`src/rtl/axil_pkg.sv`:
```
// axil_pkg: shared AXI4-Lite response codes, widths and FSM state types.
// Define AXIL_REGBANK_SLVERR_EN to answer out-of-range accesses with SLVERR instead of OKAY.
package axil_pkg;
    localparam int AXIL_DATA_W = 32;
    localparam int AXIL_STRB_W = 4;
    typedef logic [1:0] resp_t;
    localparam resp_t RESP_OKAY   = 2'b00;
    localparam resp_t RESP_SLVERR = 2'b10;
`ifdef AXIL_REGBANK_SLVERR_EN
    localparam resp_t RESP_OOR = RESP_SLVERR;
`else
    localparam resp_t RESP_OOR = RESP_OKAY;
`endif
    typedef enum logic {WR_IDLE, WR_RESP} wr_state_t;
    typedef enum logic {RD_IDLE, RD_DATA} rd_state_t;
endpackage

```
`src/rtl/axil_regbank_wr_ctrl.sv`:
```
// axil_regbank_wr_ctrl: latches AW and W independently, then issues a one-cycle register write and the B response.
module axil_regbank_wr_ctrl
    import axil_pkg::*;
#(
    parameter int IDX_W    = 6,
    parameter int NUM_REGS = 16
) (
    input  logic                   clk_i,
    input  logic                   rst_ni,
    input  logic [IDX_W-1:0]       awidx_i,
    input  logic                   awvalid_i,
    output logic                   awready_o,
    input  logic [AXIL_DATA_W-1:0] wdata_i,
    input  logic [AXIL_STRB_W-1:0] wstrb_i,
    input  logic                   wvalid_i,
    output logic                   wready_o,
    output resp_t                  bresp_o,
    output logic                   bvalid_o,
    input  logic                   bready_i,
    output logic                   we_o,
    output logic [IDX_W-1:0]       widx_o,
    output logic [AXIL_DATA_W-1:0] wdata_o,
    output logic [AXIL_STRB_W-1:0] wstrb_o
);
    wr_state_t state_q, state_d;
    logic aw_q, aw_d, w_q, w_d;
    logic [IDX_W-1:0] idx_q, idx_d;
    logic [AXIL_DATA_W-1:0] data_q, data_d;
    logic [AXIL_STRB_W-1:0] strb_q, strb_d;
    logic awready_q, awready_d, wready_q, wready_d, bvalid_q, bvalid_d;
    resp_t bresp_q, bresp_d;
    logic aw_hs, w_hs, commit, done, in_range;
    always_comb begin
        aw_hs     = awvalid_i && awready_q;
        w_hs      = wvalid_i && wready_q;
        in_range  = int'(idx_q) < NUM_REGS;
        commit    = state_q == WR_IDLE && aw_q && w_q;
        done      = state_q == WR_RESP && bready_i;
        state_d   = commit ? WR_RESP : done ? WR_IDLE : state_q;
        aw_d      = !done && (aw_q || aw_hs);
        w_d       = !done && (w_q || w_hs);
        idx_d     = aw_hs ? awidx_i : idx_q;
        data_d    = w_hs ? wdata_i : data_q;
        strb_d    = w_hs ? wstrb_i : strb_q;
        // readies are computed from next state so they are registered yet never accept into a full latch
        awready_d = state_d == WR_IDLE && !aw_d;
        wready_d  = state_d == WR_IDLE && !w_d;
        bvalid_d  = state_d == WR_RESP;
        bresp_d   = commit ? (in_range ? RESP_OKAY : RESP_OOR) : bresp_q;
    end
    always_ff @(posedge clk_i) begin
        if (!rst_ni) begin
            state_q   <= WR_IDLE;
            aw_q      <= 1'b0;
            w_q       <= 1'b0;
            idx_q     <= '0;
            data_q    <= '0;
            strb_q    <= '0;
            awready_q <= 1'b0;
            wready_q  <= 1'b0;
            bvalid_q  <= 1'b0;
            bresp_q   <= RESP_OKAY;
        end else begin
            state_q   <= state_d;
            aw_q      <= aw_d;
            w_q       <= w_d;
            idx_q     <= idx_d;
            data_q    <= data_d;
            strb_q    <= strb_d;
            awready_q <= awready_d;
            wready_q  <= wready_d;
            bvalid_q  <= bvalid_d;
            bresp_q   <= bresp_d;
        end
    end
    assign awready_o = awready_q;
    assign wready_o  = wready_q;
    assign bvalid_o  = bvalid_q;
    assign bresp_o   = bresp_q;
    assign we_o      = commit && in_range;
    assign widx_o    = idx_q;
    assign wdata_o   = data_q;
    assign wstrb_o   = strb_q;
endmodule

```
`src/rtl/axil_slave_regbank.sv`:
```
// axil_slave_regbank: AXI4-Lite slave holding NUM_REGS 32-bit control registers exported on reg_out.
// Out-of-range response code follows AXIL_REGBANK_SLVERR_EN (see axil_pkg).
module axil_slave_regbank
    import axil_pkg::*;
#(
    parameter int ADDR_WIDTH = 8,
    parameter int NUM_REGS   = 16
) (
    input  logic                            aclk,
    input  logic                            aresetn,
    input  logic [ADDR_WIDTH-1:0]           s_axil_awaddr,
    input  logic [2:0]                      s_axil_awprot,
    input  logic                            s_axil_awvalid,
    output logic                            s_axil_awready,
    input  logic [AXIL_DATA_W-1:0]          s_axil_wdata,
    input  logic [AXIL_STRB_W-1:0]          s_axil_wstrb,
    input  logic                            s_axil_wvalid,
    output logic                            s_axil_wready,
    output logic [1:0]                      s_axil_bresp,
    output logic                            s_axil_bvalid,
    input  logic                            s_axil_bready,
    input  logic [ADDR_WIDTH-1:0]           s_axil_araddr,
    input  logic [2:0]                      s_axil_arprot,
    input  logic                            s_axil_arvalid,
    output logic                            s_axil_arready,
    output logic [AXIL_DATA_W-1:0]          s_axil_rdata,
    output logic [1:0]                      s_axil_rresp,
    output logic                            s_axil_rvalid,
    input  logic                            s_axil_rready,
    output logic [NUM_REGS*AXIL_DATA_W-1:0] reg_out
);
    localparam int IDX_W = ADDR_WIDTH - 2;
    logic we;
    logic [IDX_W-1:0] widx, ridx;
    logic [AXIL_DATA_W-1:0] wdata, rd_word;
    logic [AXIL_STRB_W-1:0] wstrb;
    logic [AXIL_DATA_W-1:0] regs_q [NUM_REGS];
    rd_state_t rd_q, rd_d;
    logic arready_q, arready_d, rvalid_q, rvalid_d, ar_hs;
    logic [AXIL_DATA_W-1:0] rdata_q, rdata_d;
    resp_t rresp_q, rresp_d;
    logic unused_bits;
    assign unused_bits = ^{s_axil_awprot, s_axil_arprot, s_axil_awaddr[1:0], s_axil_araddr[1:0]};
    axil_regbank_wr_ctrl #(.IDX_W(IDX_W), .NUM_REGS(NUM_REGS)) u_wr_ctrl (
        .clk_i     (aclk),
        .rst_ni    (aresetn),
        .awidx_i   (s_axil_awaddr[ADDR_WIDTH-1:2]),
        .awvalid_i (s_axil_awvalid),
        .awready_o (s_axil_awready),
        .wdata_i   (s_axil_wdata),
        .wstrb_i   (s_axil_wstrb),
        .wvalid_i  (s_axil_wvalid),
        .wready_o  (s_axil_wready),
        .bresp_o   (s_axil_bresp),
        .bvalid_o  (s_axil_bvalid),
        .bready_i  (s_axil_bready),
        .we_o      (we),
        .widx_o    (widx),
        .wdata_o   (wdata),
        .wstrb_o   (wstrb)
    );
    always_ff @(posedge aclk) begin
        if (!aresetn) begin
            for (int i = 0; i < NUM_REGS; i++) regs_q[i] <= '0;
        end else begin
            for (int i = 0; i < NUM_REGS; i++)
                for (int k = 0; k < AXIL_STRB_W; k++)
                    if (we && widx == IDX_W'(i) && wstrb[k]) regs_q[i][8*k +: 8] <= wdata[8*k +: 8];
        end
    end
    for (genvar g = 0; g < NUM_REGS; g++) begin : g_out
        assign reg_out[g*AXIL_DATA_W +: AXIL_DATA_W] = regs_q[g];
    end
    always_comb begin
        ridx    = s_axil_araddr[ADDR_WIDTH-1:2];
        rd_word = '0;
        for (int i = 0; i < NUM_REGS; i++)
            if (ridx == IDX_W'(i)) rd_word = regs_q[i];
        ar_hs     = s_axil_arvalid && arready_q;
        rd_d      = ar_hs ? RD_DATA : (rd_q == RD_DATA && s_axil_rready) ? RD_IDLE : rd_q;
        arready_d = rd_d == RD_IDLE;
        rvalid_d  = rd_d == RD_DATA;
        rdata_d   = ar_hs ? rd_word : rdata_q;
        rresp_d   = ar_hs ? (int'(ridx) < NUM_REGS ? RESP_OKAY : RESP_OOR) : rresp_q;
    end
    always_ff @(posedge aclk) begin
        if (!aresetn) begin
            rd_q      <= RD_IDLE;
            arready_q <= 1'b0;
            rvalid_q  <= 1'b0;
            rdata_q   <= '0;
            rresp_q   <= RESP_OKAY;
        end else begin
            rd_q      <= rd_d;
            arready_q <= arready_d;
            rvalid_q  <= rvalid_d;
            rdata_q   <= rdata_d;
            rresp_q   <= rresp_d;
        end
    end
    assign s_axil_arready = arready_q;
    assign s_axil_rvalid  = rvalid_q;
    assign s_axil_rdata   = rdata_q;
    assign s_axil_rresp   = rresp_q;
endmodule
```
`config.mk`:
```
export PLATFORM = sky130hd
export DESIGN_NAME = axil_slave_regbank
export DESIGN_NICKNAME = d
export VERILOG_FILES = /design/src/rtl/axil_pkg.sv /design/src/rtl/axil_regbank_wr_ctrl.sv /design/src/rtl/axil_slave_regbank.sv
export SDC_FILE = /design/constraint.sdc
export NUM_CORES = 1
export LEC_CHECK = 0
export BUFFER_PORTS_ARGS = -buffer_cell sky130_fd_sc_hd__buf_2
export CAP_MARGIN = 10
export CORE_ASPECT_RATIO = 1.1
export CORE_MARGIN = 2
export CORE_UTILIZATION = 35
export DETAILED_ROUTE_END_ITERATION = 8
export GPL_TIMING_DRIVEN = 0
export HOLD_SLACK_MARGIN = 0.08
export PLACE_DENSITY = 0.55
export SLEW_MARGIN = 20
export SYNTH_ARGS = -nofsm -noshare
export SYNTH_HDL_FRONTEND = slang
export SYNTH_SLANG_ARGS = --single-unit
```
`constraint.sdc`:
```
create_clock -name aclk -period 2.2 [get_ports aclk]
set_input_delay 0.44 -clock aclk [delete_from_list [all_inputs] [get_ports aclk]]
set_output_delay 0.44 -clock aclk [all_outputs]
set_load 0.005 [all_outputs]
```
==> results of run 1 <==
-- sequential cells by signal, summed over array words and instances, names as in the netlist --
name and cells:
regs_q 512, s_axil_rdata 32, u_wr_ctrl.wdata_o 32, u_wr_ctrl.widx_o 6, u_wr_ctrl.wstrb_o 4, s_axil_arready 1
s_axil_rvalid 1, u_wr_ctrl.aw_q 1, u_wr_ctrl.awready_o 1, u_wr_ctrl.state_q 1, u_wr_ctrl.w_q 1, u_wr_ctrl.wready_o 1
-- layer usage --
metal / vias up / global-route usage
li1: 9185 / -
met1: 11322 / 0.432
met2: 1657 / 0.555
met3: 393 / 0.116
met4: 4 / 0.207
met5: - / 0.00194
-- logic make-up (layout without fill, tap and decap cells) --
family                 Yosys count  in the layout  share of synthesized area
buffers and inverters          208            978                     0.0342
other                            1              9                   0.000148
AND/OR/NAND/NOR                760            760                      0.124
multiplexers                   114            114                     0.0624
flip-flops                     593            593                      0.669
AO/OA/AOI/OAI                  437            437                      0.111
-- power breakdown --
part	internal, W	switching [W]
registers	0.0127	0.000406
clock network	0.00671	0.00466
logic	0.000824	0.00179
total	0.0202	0.00686
-- per-stage QoR --
stage	setup WS [ns]	util	instances	total power [W]	TNS, ns
after global routing	-0.0343	0.465	3832	0.0276	-0.529
after CTS	0.00324	0.459	3828	0.0269	0
after global placement	-2.04	0.413	3661	0.0156	-1113.28
after floorplan	0.0612	-	2116	0.0141	0
after detailed placement	-1.78	0.414	3675	0.0156	-1081.91
final	-0.0537	0.465	3836	0.0270	-0.216
-- layout by cell type (no fill, tap or decap), drive strengths merged, types with 5 or more instances in the layout --
| cell | synthesis | routed |
|---|---|---|
| bufinv | 0 | 6 |
| dfxtp | 81 | 81 |
| nand2 | 300 | 300 |
| a21oi | 123 | 123 |
| a32oi | 9 | 9 |
| a211oi | 7 | 7 |
| dlygate4sd3 | 0 | 13 |
| mux2i | 46 | 46 |
| and2 | 9 | 9 |
| nor3 | 15 | 15 |
| nor2 | 371 | 371 |
| a221oi | 13 | 13 |
| edfxtp | 512 | 512 |
| nor2b | 10 | 10 |
| o21ai | 112 | 112 |
| nor4 | 5 | 5 |
| diode | 0 | 5 |
| clkinv | 1 | 20 |
| clkbuf | 104 | 185 |
| a22oi | 24 | 24 |
| o22ai | 26 | 26 |
| a21o | 8 | 8 |
| o211ai | 22 | 22 |
| inv | 43 | 44 |
| nand3 | 17 | 17 |
| o221ai | 30 | 30 |
| mux2 | 36 | 36 |
| mux4 | 32 | 32 |
| buf | 60 | 706 |
| a31oi | 7 | 7 |
| o2111ai | 5 | 5 |
| a22o | 14 | 14 |
| nand2b | 9 | 9 |
-- repair_timing --
| item | 4_1_cts | 5_1_grt |
|---|---|---|
| pin swaps | 20 | 10 |
| setup endpoints to repair | 969 | 422 |
| buffers inserted | 24 | 5 |
| hold buffers | 13 | 0 |
| hold endpoints to repair | 13 | 0 |
| resized for setup | 225 | 114 |
-- worst max-delay path, stage by stage --
cell	delay, ns
buf_2	0.09
buf_2	0.19
buf_6	0.26
buf_4	0.43
buf_4	0.41
a21oi_1	0.13
o22ai_1	0.35
a21oi_2	0.12
o22ai_1	0.21
a22o_1	0.15
-- path summary, 6_finish.rpt --
path	startpoint	to	cells after the start
max	s_axil_araddr[3]	s_axil_rdata[22]	10
min	s_axil_wdata[27]	u_wr_ctrl.wdata_o[27]	3
max reg2reg	u_wr_ctrl.wstrb_o[2]	regs_q[0][50]	4
min reg2reg	s_axil_rdata[1]	s_axil_rdata[1]	2
-- cell type report --
| class | count | area (um^2) |
|---|---|---|
| Multi-Input combinational cell | 1315 | 8430 |
| Tap cell | 945 | 1180 |
| Fill cell | 6739 | 38400 |
| Antenna cell | 5 | 12.5 |
| Clock buffer | 92 | 1890 |
| Sequential cell | 593 | 17000 |
| Clock inverter | 29 | 288 |
| Inverter | 44 | 169 |
| Timing Repair Buffer | 656 | 3480 |
| Buffer | 157 | 923 |
==> reports/metrics.cfg, run 1 <==
[timing]
setup_viol = 13
holdWs_ns = 0.0911
fin_crit_ns = 2.25
relSlewSlack = 0.253
fmax_ghz = 0.444
maxSlewViolCount = 0
fin_skew_ns = 0.0303
layout_setup_ws_ns = -0.0537
hold_viol = 0
tightestPinTransition_ns = 1.12
rsz0062_at_grt = yes
fin_crit_sh = 1.02

[worst_hold_path]
hp-class = in2reg

[final_layout]
nNetsFinal = 2898
drive_gt1_frac = 0.366
area_growth_pct = 31.3
stdcell_area_um2 = 33400

[synth]
syn_inst = 2113
synth_edf_count = 512
synth_top_flop_cell = edfxtp_1
synth_top_area_frac = 0.605
syn_avg_cell_area_um2 = 12.0
synth.largest_area_cell = edfxtp_1
yosysUniqueCellTypes = 71
ys_ff_latch = 593
synth_common_cells = edfxtp_1 (512), nor2_1 (366), nand2_1 (295)
yosysWarnings = 0
synth_most_common_cell = edfxtp_1
ys_seq_area_frac = 0.669
synth-async-reset-ratio = 0
yosys-top-cells-area = edfxtp_1 (60%), dfxtp_1 (6.4%), nor2_1 (5.4%), nand2_1 (4.4%), mux4_2 (2.8%)
syn_area_um2 = 25400

[drt]
route.met3.wl_um = 16800
drc = 0
wl_met1_um = 48800
avgRoutedWirePerCell_um = 35.8
wirelength_um = 137000
routed.top_layer = met5
dr.pass1.iters = 6
vias = 22561
wl_met2_um = 62400
vias_per_cell = 5.88
drtIter0Drc = 3315
antenna_left = 0

[die]
io_pins = 618
die_area_um2 = 74800
rows = 103
fp.coreArea_um2 = 71800
die_w_um = 261
start_util = 0.354
die_y_um = 287

[global_routing]
grt_pass1_wl_um = 181000
grt_usage = 0.356
antenna_found_initial = 6
overflow = 0
grt_max_degree = 14
grt_pass1_vias = 21640

[critical_path]
end_kind = flop
r2r_slack_ns = 0.02
critical_path.max_fanout = 10
start_kind = primary input
arrival_ns = 2.81
crit_required_ns = 2.75
critical_path_class = in2reg

[status]
violations = setup timing
status = finished with violations

[cts]
clockBufferDepth = 3
cts.clk_slew.worst_paths_ns = 0.06
cts_buffers = 66
clock_latency_ns = 0.62
clock_sinks = 593
cts_root_buffer = clkbuf_16
cts_tree = yes
cts-htree-levels = 3

[place]
gp_congestion = 0.964
placed_area_um2 = 29800
port_buffers = 600
dp_hpwl_um = 105000

[job]
cap_violations = 0

[power_and_ir_drop]
peakVddDrop_mv = 0.444
p_per_area_nw_per_um2 = 810
total_leakage_power_nw = 13.3

Note: power is estimated with default switching activity, not from simulation.
==> inputs of run 2 (changes only) <==
- BUFFER_PORTS_ARGS: -buffer_cell sky130_fd_sc_hd__buf_2 -> not set
- DONT_BUFFER_PORTS: not set -> 1
- PLACE_DENSITY: 0.55 -> 0.48
- RECOVER_POWER: not set -> 50
==> reports/metrics.cfg, run 2 (synthesis gave the netlist of run 1 again) <==
[final_layout]
most-common-layout-cells = edfxtp_1 (512), nor2_1 (363), nand2_1 (205), a21oi_1 (115), o21ai_0 (90)
drive_gt1_frac = 0.199
largest_reg_flops = 512
nNetsFinal = 2331
nFillCells = 6746
largest-register = regs_q
area_growth_pct = 21.1
layout_commonest_cell = edfxtp_1

[critical_path]
worstRegToRegCells = 4
critical_path_class = in2reg
critical_path.max_fanout = 10
endpoint = s_axil_rdata[8]
start_kind = primary input
startpoint = s_axil_araddr[3]
r2r_slack_ns = 0.02
arrival_ns = 2.73
end_kind = flop
r2r-end = regs_q[0][59]
crit_required_ns = 2.70
rr_startpoint = u_wr_ctrl.wstrb_o[3]

[die]
rows = 103
io_pins = 618
die_area_um2 = 74800
die_y_um = 287
die_w_um = 261
start_util = 0.354
fp.coreArea_um2 = 71800

[global_routing]
grt_usage = 0.357
antenna_found_initial = 7
grt_pass1_wl_um = 178000
grt_max_degree = 15
grt_pass1_vias = 19277
overflow = 0

[power_and_ir_drop]
swShare = 0.260
p_per_area_nw_per_um2 = 859
p_comb_frac = 0.079
total_leakage_power_nw = 10.9
power.internal_w = 0.0196
peakVddDrop_mv = 0.439
p_total_w = 0.0265
power_frac_clock = 0.419
p_seq_frac = 0.502
switching_power_w = 0.00688

[timing]
tightestPinTransition_ns = 1.30
fin_skew_ns = 0.0239
maxSlewViolCount = 0
setup_viol = 14
hold_viol = 0
holdWs_ns = 0.0889
relSlewSlack = 0.134
fin_crit_sh = 1.01
fin_crit_ns = 2.23
layout_setup_ws_ns = -0.0315
fmax_ghz = 0.448

[drt]
avgRoutedWirePerCell_um = 42.0
drc = 0
vias_per_cell = 6.21
drtIter0Drc = 2665
wirelength_um = 137000
antenna_left = 0
vias = 20299
dr.pass1.iters = 7

[cts]
clockBufferDepth = 3
cts.clk_slew.worst_paths_ns = 0.06
clock_latency_ns = 0.61
cts-htree-levels = 3
cts_buffers = 67
clock_sinks = 593
cts_root_buffer = clkbuf_16
cts_tree = yes

[place]
port_buffers = 0
gp_congestion = 0.959
dp_hpwl_um = 105000
pre_cts_ws_ns = -1.77

[job]
cap_violations = 0

[status]
violations = setup timing
status = finished with violations

[worst_hold_path]
hp-class = in2reg

## run 2: how the worst min path moves through the flow
stage                          start               endpoint  slack (ns)  cells after the start
5_1_grt              s_axil_wstrb[3]   u_wr_ctrl.wstrb_o[3]        0.09                      2
6_report             s_axil_wstrb[3]   u_wr_ctrl.wstrb_o[3]        0.09                      2
3_3_place_gp   u_wr_ctrl.wdata_o[29]  u_wr_ctrl.wdata_o[29]        0.45                      2
2_1_floorplan   u_wr_ctrl.wdata_o[0]   u_wr_ctrl.wdata_o[0]        0.44                      2
3_5_place_dp   u_wr_ctrl.wdata_o[29]  u_wr_ctrl.wdata_o[29]        0.45                      2
4_1_cts              s_axil_wstrb[3]   u_wr_ctrl.wstrb_o[3]        0.08                      2
## run 2: timing repair
action | CTS | global route
endpoints found under the setup margin | 906 | 506
hold endpoints to repair | 42 | 0
resized for setup | 259 | 93
pin swaps | 19 | 8
setup buffers | 29 | 3
hold buffers | 42 | 0
## run 2: cell type report
cell class / instances / area [um^2] / area share
clock buffer: 99 / 1930 / 0.0628
antenna: 6 / 15.0 / 0.000488
multi-input combinational: 1315 / 8660 / 0.281
buffer: 160 / 881 / 0.0286
clock inverter: 21 / 161 / 0.00524
sequential: 593 / 17000 / 0.552
timing repair buffer: 85 / 783 / 0.0254
inverter: 44 / 169 / 0.00549
tap: 945 / 1180 / 0.0384
## run 2: metrics by stage
stage	utilization	TNS [ns]	cells	instance area, um^2
after floorplan	-	0	2116	25400
after global placement	0.371	-986.37	3061	26600
after detailed placement	0.372	-920.93	3072	26700
after CTS	0.423	-0.166	3260	30400
after global routing	0.429	-0.00594	3263	30800
final	0.429	-0.176	3268	30800
## run 2: critical path, stage by stage
cell and delay (ns):
buf_2 0.17, buf_4 0.35, buf_8 0.31, mux4_2 0.41, nand2_1 0.10, o21ai_0 0.12, o21ai_0 0.18, o21ai_0 0.28
a221o_1 0.34
## run 2: layer usage
layer  vias to the layer above  track usage  part of all wire
met4                         6        0.188             0.063
met3                       390        0.155              0.14
li1                       8052            -                 -
met2                      1561        0.556              0.45
met1                     10290        0.416              0.35
met5                         -            0           0.00030
## run 2: power by group through the flow
stage | Clock, W | Combinational [W] | Sequential (W)
6_report | 0.0111 | 0.00209 | 0.0133
2_1_floorplan | 0 | 0.000965 | 0.0131
3_3_place_gp | 0 | 0.00176 | 0.0135
3_5_place_dp | 0 | 0.00179 | 0.0135
4_1_cts | 0.0111 | 0.00199 | 0.0133
5_1_grt | 0.0115 | 0.00214 | 0.0133
